File: src/rtl/ifu_prefetch_pkg.sv
// rtl/ifu_prefetch_pkg.sv - shared constants, state encoding and PC helpers for the prefetch unit
package ifu_prefetch_pkg;

  localparam logic [63:0] PC_START    = 64'h0000_0000_8000_0000;
  localparam logic [2:0]  RAM_SIZE_DW = 3'b011;
  localparam int          ENTRY_W     = 96;

  typedef enum logic [1:0] {
    ST_IDLE  = 2'd0,
    ST_REQ   = 2'd1,
    ST_WAIT  = 2'd2,
    ST_DRAIN = 2'd3
  } ifu_state_e;

  function automatic logic [63:0] word_align(input logic [63:0] pc);
    return {pc[63:2], 2'b00};
  endfunction

  // A fetch starting in the upper word only consumes 4 bytes, so the next fetch is doubleword aligned.
  function automatic logic [63:0] fetch_step(input logic [63:0] pc);
    return pc[2] ? (pc + 64'd4) : (pc + 64'd8);
  endfunction

endpackage

File: src/rtl/ifu_fifo.sv
// rtl/ifu_fifo.sv - instruction queue, two writes and one read per cycle, synchronous clear
module ifu_fifo
  import ifu_prefetch_pkg::*;
#(
  parameter int DEPTH = 4
) (
  input  logic                     clk,
  input  logic                     rst_n,
  input  logic                     i_clr,
  input  logic                     i_wr0_en,
  input  logic [ENTRY_W-1:0]       i_wr0_data,
  input  logic                     i_wr1_en,
  input  logic [ENTRY_W-1:0]       i_wr1_data,
  input  logic                     i_rd_en,
  output logic [ENTRY_W-1:0]       o_rd_data,
  output logic                     o_empty,
  output logic [$clog2(DEPTH):0]   o_count
);

  localparam int AW = $clog2(DEPTH);
  localparam int CW = AW + 1;

  logic [ENTRY_W-1:0] r_mem [DEPTH];
  logic [AW-1:0]      r_wp;
  logic [AW-1:0]      r_rp;
  logic [CW-1:0]      r_count;
  logic [1:0]         w_nwr;
  logic [AW-1:0]      w_wp1;

  assign w_nwr = {1'b0, i_wr0_en} + {1'b0, i_wr1_en};
  assign w_wp1 = r_wp + AW'(1);

  // Port 1 is only used together with port 0 and lands in the slot right after it.
  always_ff @(posedge clk or negedge rst_n) begin
    if (!rst_n) begin
      for (int i = 0; i < DEPTH; i++) r_mem[i] <= '0;
      r_wp    <= '0;
      r_rp    <= '0;
      r_count <= '0;
    end else if (i_clr) begin
      r_wp    <= '0;
      r_rp    <= '0;
      r_count <= '0;
    end else begin
      if (i_wr0_en) r_mem[r_wp]  <= i_wr0_data;
      if (i_wr1_en) r_mem[w_wp1] <= i_wr1_data;
      r_wp    <= r_wp + AW'(w_nwr);
      r_rp    <= r_rp + AW'(i_rd_en);
      r_count <= r_count + CW'(w_nwr) - CW'(i_rd_en);
    end
  end

  assign o_rd_data = r_mem[r_rp];
  assign o_empty   = (r_count == '0);
  assign o_count   = r_count;

endmodule

File: src/rtl/ifu_prefetch.sv
// rtl/ifu_prefetch.sv - instruction prefetch unit: RAM fetch FSM, redirect handling, instruction queue
module ifu_prefetch
  import ifu_prefetch_pkg::*;
#(
  parameter int          QDEPTH   = 4,
  parameter logic [63:0] PC_RESET = PC_START
) (
  input  logic        clk,
  input  logic        rst_n,
  output logic        ifu_ram_req_o,
  input  logic        ifu_ram_ready_i,
  output logic [63:0] ifu_ram_addr_o,
  output logic [2:0]  ifu_ram_size_o,
  input  logic [63:0] ifu_ram_data_i,
  input  logic        ifu_ram_valid_i,
  input  logic        hold_i,
  input  logic        jump_i,
  input  logic [63:0] jump_pc_i,
  input  logic        int_cen_i,
  input  logic [63:0] int_addr_i,
  output logic [31:0] ifu_instr_o,
  output logic [63:0] ifu_pc_o,
  output logic        ifu_instr_valid_o,
  input  logic        ifu_instr_ready_i
);

  localparam int            CW       = $clog2(QDEPTH) + 1;
  localparam logic [CW-1:0] FILL_MAX = CW'(QDEPTH - 2);

  ifu_state_e         r_state;
  ifu_state_e         w_state_nxt;
  logic [63:0]        r_fetch_pc;
  logic               w_redir;
  logic [63:0]        w_redir_pc;
  logic               w_push;
  logic               w_wr1_en;
  logic               w_pop;
  logic               w_empty;
  logic [CW-1:0]      w_count;
  logic [ENTRY_W-1:0] w_head;
  logic [ENTRY_W-1:0] w_wr0_data;
  logic [ENTRY_W-1:0] w_wr1_data;

  assign w_redir    = int_cen_i | jump_i;
  assign w_redir_pc = word_align(int_cen_i ? int_addr_i : jump_pc_i);

  always_ff @(posedge clk or negedge rst_n) begin
    if (!rst_n) r_state <= ST_IDLE;
    else        r_state <= w_state_nxt;
  end

  // Any response that meets a redirect, or arrives while draining, belongs to a stale stream.
  always_comb begin
    w_state_nxt = r_state;
    case (r_state)
      ST_IDLE: begin
        if (!hold_i && !w_redir && (w_count <= FILL_MAX)) w_state_nxt = ST_REQ;
      end
      ST_REQ: begin
        if (ifu_ram_ready_i) w_state_nxt = w_redir ? ST_DRAIN : ST_WAIT;
        else if (w_redir)    w_state_nxt = ST_IDLE;
      end
      ST_WAIT: begin
        if (ifu_ram_valid_i) w_state_nxt = ST_IDLE;
        else if (w_redir)    w_state_nxt = ST_DRAIN;
      end
      ST_DRAIN: begin
        if (ifu_ram_valid_i) w_state_nxt = ST_IDLE;
      end
      default: w_state_nxt = ST_IDLE;
    endcase
  end

  always_comb begin
    ifu_ram_req_o = 1'b0;
    w_push        = 1'b0;
    case (r_state)
      ST_REQ:  ifu_ram_req_o = 1'b1;
      ST_WAIT: w_push        = ifu_ram_valid_i && !w_redir;
      default: ;
    endcase
  end

  always_ff @(posedge clk or negedge rst_n) begin
    if (!rst_n)      r_fetch_pc <= PC_RESET;
    else if (w_redir) r_fetch_pc <= w_redir_pc;
    else if (w_push)  r_fetch_pc <= fetch_step(r_fetch_pc);
  end

  assign ifu_ram_addr_o = {r_fetch_pc[63:3], 3'b000};
  assign ifu_ram_size_o = RAM_SIZE_DW;

  assign w_wr0_data = {r_fetch_pc, r_fetch_pc[2] ? ifu_ram_data_i[63:32] : ifu_ram_data_i[31:0]};
  assign w_wr1_en   = w_push && !r_fetch_pc[2];
  assign w_wr1_data = {r_fetch_pc + 64'd4, ifu_ram_data_i[63:32]};

  // Hiding valid during a redirect guarantees nothing pops in the cycle the queue is flushed.
  assign ifu_instr_valid_o = !w_empty && !w_redir;
  assign w_pop             = ifu_instr_valid_o && ifu_instr_ready_i;

  ifu_fifo #(
    .DEPTH (QDEPTH)
  ) u_fifo (
    .clk        (clk),
    .rst_n      (rst_n),
    .i_clr      (w_redir),
    .i_wr0_en   (w_push),
    .i_wr0_data (w_wr0_data),
    .i_wr1_en   (w_wr1_en),
    .i_wr1_data (w_wr1_data),
    .i_rd_en    (w_pop),
    .o_rd_data  (w_head),
    .o_empty    (w_empty),
    .o_count    (w_count)
  );

  assign ifu_instr_o = w_head[31:0];
  assign ifu_pc_o    = w_head[95:32];

endmodule
File: config.mk
export PLATFORM = sky130hd
export DESIGN_NAME = ifu_prefetch
export DESIGN_NICKNAME = d
export VERILOG_FILES = /design/src/rtl/ifu_prefetch_pkg.sv /design/src/rtl/ifu_fifo.sv /design/src/rtl/ifu_prefetch.sv
export SDC_FILE = /design/constraint.sdc
export NUM_CORES = 1
export LEC_CHECK = 0
export CORE_UTILIZATION = 40
export CTS_CLUSTER_DIAMETER = 60
export CTS_CLUSTER_SIZE = 28
export DETAILED_ROUTE_END_ITERATION = 6
export PLACE_DENSITY = 0.61
export RECOVER_POWER = 100
export SLEW_MARGIN = 20
export SYNTH_ARGS = -nofsm -noshare
export SYNTH_HDL_FRONTEND = slang
export SYNTH_SLANG_ARGS = --single-unit
File: constraint.sdc
create_clock -name clk -period 2.5 [get_ports clk]
set_input_delay 0.25 -clock clk [delete_from_list [all_inputs] [get_ports clk]]
set_output_delay 0.25 -clock clk [all_outputs]
set_load 0.01 [all_outputs]
# Yosys cells after proc, flatten, opt, wreduce, memory -nomap -nowiden
# Index checks and enable logic that the tools add are counted.
[word_totals]
word_cells = 80
input_bits = 200
register_bits = 457
[op_classes]
n_addsub = 8
n_reduce_logical = 16
n_bitwise = 4
magnitude_cmp = 6
eq_ne = 7
mux = 30
[op_table]
columns = ["cell", "count"]
rows = [
  ["$mux 384", 3],
  ["$bwmux 384", 2],
  ["$demux 96 s2", 2],
  ["$mux 96", 4],
  ["$mux 64", 4],
  ["$bmux 96 s2", 1],
  ["$add 64x3->64 const B", 1],
  ["$add 64x4->64 const B", 1],
  ["$mux 32", 1],
  ["$mux 2", 8],
  ["$ge 3x3->1 const B", 3],
  ["$not 2->3", 3],
  ["$logic_and 1x1->1", 8],
  ["$pmux 2 s4", 1],
  ["$lt 3x1->1 const B", 2],
  ["$ne 3x3->1 const B", 2],
  ["$eq 2x2->1 const B", 2],
  ["$logic_not 1->1", 4],
  ["$ne 2x2->1 const B", 2],
  ["$reduce_and 4->1", 1],
  ["$add 3x2->3", 1],
  ["$le 3x2->1 const B", 1],
  ["$logic_not 3->1", 1],
  ["$mux 1", 3],
  ["other kinds (10)", 10],
]

# Depth between registers and ports, before layout
[logic_depth]
depth_word = 10
depth_mapped = 14
depth_no_buf = 11

# Hierarchy
# Synthesis repeated with hierarchy kept, for this count alone.
[hier_totals]
hier_cells = 3056
area_unflattened_um2 = 28482.3
[modules_own_cells]
columns = ["module", "cells_per_inst", "instances", "area_each_um2"]
rows = [
  ["ifu_fifo", 2086, 1, 21162.8],
  ["ifu_prefetch", 970, 1, 7319.5],
]

# Worst setup path before layout
# No wires, ideal clock.
[synth_timing]
path_kind = "input-to-reg"
startpoint = "input jump_i"
endpoint = "register u_fifo.r_count[2] (netlist: u_fifo.o_count[2])"
path_buffers = 3
required_time_ns = 2.369
setup_time_ns = 0.131
t_arrival_ns = 2.473
path_stages = 14
setup_slack_ns = -0.104
path_cell_list = "buf_2 -> or2_1 -> clkbuf_1 -> clkbuf_1 -> nor2_1 -> and2_1 -> ha_1 -> inv_1 -> ha_1 -> inv_1 -> fa_1 -> xnor2_1 -> xnor2_1 -> nor2_1"
[synth_via]
elab_cells_between_ends = 11
[synth_lines]
columns = ["element", "line_no", "text"]
rows = [
  ["start, declared", "ifu_prefetch.sv:17", "input logic jump_i,"],
  ["$or 1x1->1", "ifu_prefetch.sv:44", "assign w_redir = int_cen_i | jump_i;"],
  ["$logic_not 1->1", "ifu_prefetch.sv:98", "assign ifu_instr_valid_o = !w_empty && !w_redir;"],
  ["$logic_and 1x1->1", "ifu_prefetch.sv:98", ""],
  ["via ifu_instr_valid_o", "ifu_prefetch.sv:23", "output logic ifu_instr_valid_o,"],
  ["$logic_and 1x1->1", "ifu_prefetch.sv:99", "assign w_pop = ifu_instr_valid_o && ifu_instr_ready_i;"],
  ["$sub 3x1->3", "ifu_fifo.sv:49", "r_count <= r_count + CW'(w_nwr) - CW'(i_rd_en);"],
  ["$mux 3", "ifu_fifo.sv:40", "end else if (i_clr) begin"],
  ["end signal, assigned", "ifu_fifo.sv:49", ""],
  ["end, declared", "ifu_fifo.sv:26", "logic [CW-1:0] r_count;"],
]
# The timed path passes the listed nets, and every way through them passes these cells.
# A chain may end at the register's enable or synchronous reset.

# Final worst setup path
[layout_timing]
startpoint = "register u_fifo.r_rp[0]"
endpoint = "output ifu_pc_o[46]"
[layout_via]
elab_chain_len = 4
[layout_lines]
columns = ["element", "line_no", "text"]
rows = [
  ["start, declared", "ifu_fifo.sv:25", "logic [AW-1:0] r_rp;"],
  ["start signal, assigned", "ifu_fifo.sv:48", "r_rp <= r_rp + AW'(i_rd_en);"],
  ["$not 2->3 (implied by the code)", "ifu_fifo.sv:53", "assign o_rd_data = r_mem[r_rp];"],
  ["$bmux 96 s2", "ifu_fifo.sv:53", ""],
  ["$mux 96 (implied by the code) (2 in series)", "ifu_fifo.sv:53", ""],
  ["end, declared", "ifu_prefetch.sv:22", "output logic [63:0] ifu_pc_o,"],
]
# No other way between the ends. The select of a mux whose other input is x is not followed.

==> key figures <==
Layout
  • Total area of sequential cells: between 10,000 and 15,000 um2
  • Synth-to-Final Area Change: 30.18%
  • Share of final-layout standard cells stronger than drive strength 1: 0.2297
  • Antenna diode count: 0
  • Combined area of the multi-input logic cells: 11,930 um2
  • Filler cell count: around 5,500
  • NumNets Final: roughly 3,200
  • Final Instance Count excl. Fillers: about 3,800
  • Post-route design area: 32,030 um2

STA
  • Final worst path period share: 1.031
  • Setup Viol. Count Final: 9
  • Worst slew slack as a fraction of its limit: -0.3738
  • Clock skew after layout: ~0.017 ns
  • PnR worst setup slack: -0.07791 ns
  • Achievable frequency: ~0.39 GHz
  • Final setup TNS: -0.1692 ns
  • Final Hold Vio Count: 0
  • RSZ-0062 raised after global routing: yes
  • Shortest clock period the worst path allows after layout: roughly 2.6 ns
  • Final max-slew violation count: between 50 and 60
  • Transition time at the pin with the least slew margin: slightly above 2 ns

Die
  • Num rows: 90
  • Area enclosed by the die boundary: ~63,000 um2
  • Total I/O pin count: 365
  • Die X-Extent: ~250 um
  • Initial core utilization: 0.4061
  • Floorplan Core Area: 60,580 um2
  • Die height: 250.0 um

Yosys
  • Total of flip-flops plus latches after synthesis: 455
  • Synthesis Warnings: 0
  • Most frequent cell after synthesis: sky130_fd_sc_hd__dfrtp_1
  • Cell count after synthesis: approximately 2,500
  • Area of the mapped netlist: 24,600 um2
  • Proportion of synthesized chip area in sequential cells: 0.4628
  • Top cells by count, synth: 454 x sky130_fd_sc_hd__dfrtp_1, 373 x sky130_fd_sc_hd__nor2_1, 239 x sky130_fd_sc_hd__a21oi_1
  • Fraction of post-synthesis cell area in the top cell type by area: 0.4618
  • Yosys top cell by area: sky130_fd_sc_hd__dfrtp_1
  • Top flip-flop cell by instance count after synthesis: sky130_fd_sc_hd__dfrtp_1
  • Dominant combinational cell family by area after synthesis: simple AND/OR/NAND/NOR gates
  • Compound-cell area share of the yosys netlist: 0.1508
  • Number of distinct library cells after synthesis: roughly 70
  • Adder-cell area share of the yosys netlist: 0.005391
  • Ranking of synthesized cells by area: sky130_fd_sc_hd__dfrtp_1 46%, sky130_fd_sc_hd__mux4_2 8.8%, sky130_fd_sc_hd__nor2_1 5.7%, sky130_fd_sc_hd__o22ai_1 5.4%, sky130_fd_sc_hd__a21oi_1 4.9%
  • Post-Synth Simple-Gate Area: 0.1618
  • Avg Inst Size Synth: 9.713 um2
  • FFs w/ async S/R, synth: 1.000
  • Post-synth EDFFs: 0
  • Share of synthesized area spent on multiplexers: 0.1333
  • Share of the synthesized netlist area taken by xor and xnor gates: 0.02171

Global route
  • Aggregate global routing overflow: 0
  • Total GRT Usage: 0.3099
  • Most Used Layer, Global Route: met2
  • Initial antenna violation count: 0
  • Global-route wire length before repair: between 100 and 150 mm
  • Number of global-route vias before repair: roughly 23,000
  • Met1 track demand over resource: 0.4156
  • Met2 demand-to-capacity share in global routing: 0.4912
  • Global-route met3 utilization: 0.05841
  • Largest net degree at the start of global routing: a little under 80

Critical path
  • Worst Setup Path Type: reg2out
  • CP Data Arrival Time: 2.33 ns
  • Setup crit end kind: primary output
  • Largest stage delay, worst path: around 0.5 ns
  • Cell mode on critical path: sky130_fd_sc_hd__buf_4
  • Critical path's top delay family: buffers and inverters
  • Required time of the critical path: between 2 and 2.5 ns
  • Sort of element at the start of the critical path: flop
  • Cell count of the worst reg-to-reg path: 8
  • Count of buffer and inverter cells on the critical path: 4
  • Number of gates on the worst path with buffers counted: 5
  • Critical path cell sequence: buf_4, bufbuf_16, buf_4, mux4_2, buf_6
  • Maximum fanout count along the critical path: 7
  • Slowest cell on crit path: sky130_fd_sc_hd__dfrtp_4

Routing
  • DRC errors left: 0
  • Remaining antenna violation count: 0
  • Via-to-Cell Ratio: 6.162
  • Routed WL: slightly below 100 mm
  • Routed len/inst: ~26 um
  • Via count of the routed design: 23,230
  • Starting DRT DRC Count: approximately 2,300
  • First-pass detailed-route iteration total: 6

CTS
  • Sink Count: 455
  • Buffers from clock root to sink, at most: 3
  • Clock latency reported for the late side of the worst-skew pair: 0.60 ns
  • Clk root buf: sky130_fd_sc_hd__clkbuf_16
  • TritonCTS clock tree: built
  • Clock-pin slew on the worst setup and hold paths: around 0.08 ns
  • Cts bufs inserted: 43
  • Number of levels the H-tree was split into: 2

Place
  • Cell area after placement: approximately 30,000 um2
  • IO buf count: about 350
  • Worst slack after detailed placement: -0.5189 ns
  • HPWL Detailed: ~66 mm
  • Total placed cells including tap cells: roughly 3,700
  • Final RePlAce weighted congestion: about 0.94

Run
  • Max Cap Violations: 1

Outcome
  • Outcome: finished, violations left
  • Failing checks: capacitance limit, slew limit, setup timing

Hold path
  • Type of the worst min-delay path: in2reg
  • Depth of the worst hold-timing path: 3

Pwr
  • Maximum vdd drop: 0.0004997 V
  • Static leakage: about 14 nW
  • Cell Pwr Density: 759.3 nW/um2
-- flip-flops by register name, summed over array words and instances (netlist names) --
name and count:
r_fetch_pc 62, r_state 2, u_fifo.r_mem 384, u_fifo.o_count 3, u_fifo.r_rp 2, u_fifo.r_wp 2
-- kinds of logic after synthesis --
family          after synthesis
other cells                   2
fa+ha+maj                    10
simple gates                853
buf+inv                     331
compound gates              624
mux                         197
xor+xnor                     61
flops                       455
-- repair_timing --
item | 4_1_cts | 5_1_grt
setup endpoints to repair | 104 | 80
hold buffers | 1 | 0
pin swaps | 1 | 6
resized for setup | 388 | 54
hold endpoints to repair | 46 | 0
buffers inserted | 24 | 3
gates cloned | 9 | 1
-- layer usage --
layer | vias up | part of all wire
met3 | 240 | 0.095
met1 | 11660 | 0.40
met2 | 1343 | 0.47
met5 | - | 0
met4 | 0 | 0.041
li1 | 9987 | -
-- worst reg2reg max path, stage by stage (launching register included) --
cell and delay, ns:
sky130_fd_sc_hd__dfrtp_1 0.34, sky130_fd_sc_hd__clkbuf_2 0.36, sky130_fd_sc_hd__nand3_1 0.22, sky130_fd_sc_hd__or4_1 0.60, sky130_fd_sc_hd__nor4_1 0.26, sky130_fd_sc_hd__buf_4 0.20
sky130_fd_sc_hd__nand3_1 0.14, sky130_fd_sc_hd__xor2_1 0.18, sky130_fd_sc_hd__a21oi_1 0.14
-- final timing paths --
check                                        from  slack [ns]                 to
worst max register to register     r_fetch_pc[14]       -0.02     r_fetch_pc[57]
worst min register to register  u_fifo.r_mem[175]        0.47  u_fifo.r_mem[175]
min in group asynchronous                   rst_n        0.79  u_fifo.r_mem[247]
max in group asynchronous                   rst_n        0.25  u_fifo.r_mem[198]
worst min-delay path                int_addr_i[7]        0.22      r_fetch_pc[7]
worst max-delay path               u_fifo.r_rp[0]       -0.08       ifu_pc_o[46]
-- metrics by stage --
| step | power (mW) | util | hold slack, ns |
|---|---|---|---|
| 5_1_grt | 25.40 | 0.5287 | 0.2457 |
| 4_1_cts | 24.49 | 0.5358 | 0.2103 |
| 3_3_place_gp | 17.39 | 0.5032 | 0.2745 |
| 2_1_floorplan | 13.82 | - | -0.04559 |
| 3_5_place_dp | 17.70 | 0.5036 | 0.2761 |
| 6_report | 24.32 | 0.5287 | 0.2165 |
-- final cells by class --
| cell class | instances | share of cell area |
|---|---|---|
| clock buffer | 47 | 0.03469 |
| clock inverter | 31 | 0.01246 |
| inverter | 30 | 0.003516 |
| multi-input combinational | 1751 | 0.3725 |
| sequential | 455 | 0.3558 |
| tap | 782 | 0.03055 |
| timing repair buffer | 673 | 0.1905 |
-- report_power, final --
part,leakage [nW],switching [mW],internal (mW)
sequential,5.92,1.06,9.07
clock,0.731,3.49,3.66
combinational,7.11,3.49,3.54
total,13.8,8.04,16.3
-- cell usage in the layout (no fill, tap or decap), types with 50 or more instances in the layout --
cell type and instances:
sky130_fd_sc_hd__dfrtp_1 451, sky130_fd_sc_hd__nor2_1 367, sky130_fd_sc_hd__a21oi_1 236, sky130_fd_sc_hd__clkdlybuf4s50_1 212, sky130_fd_sc_hd__o22ai_1 211, sky130_fd_sc_hd__buf_4 192
sky130_fd_sc_hd__nand2_1 181, sky130_fd_sc_hd__mux4_2 96, sky130_fd_sc_hd__mux2_2 86, sky130_fd_sc_hd__o21ai_0 56, sky130_fd_sc_hd__nor3_1 54, sky130_fd_sc_hd__buf_6 50
Note: power is estimated with default switching activity, not from simulation.
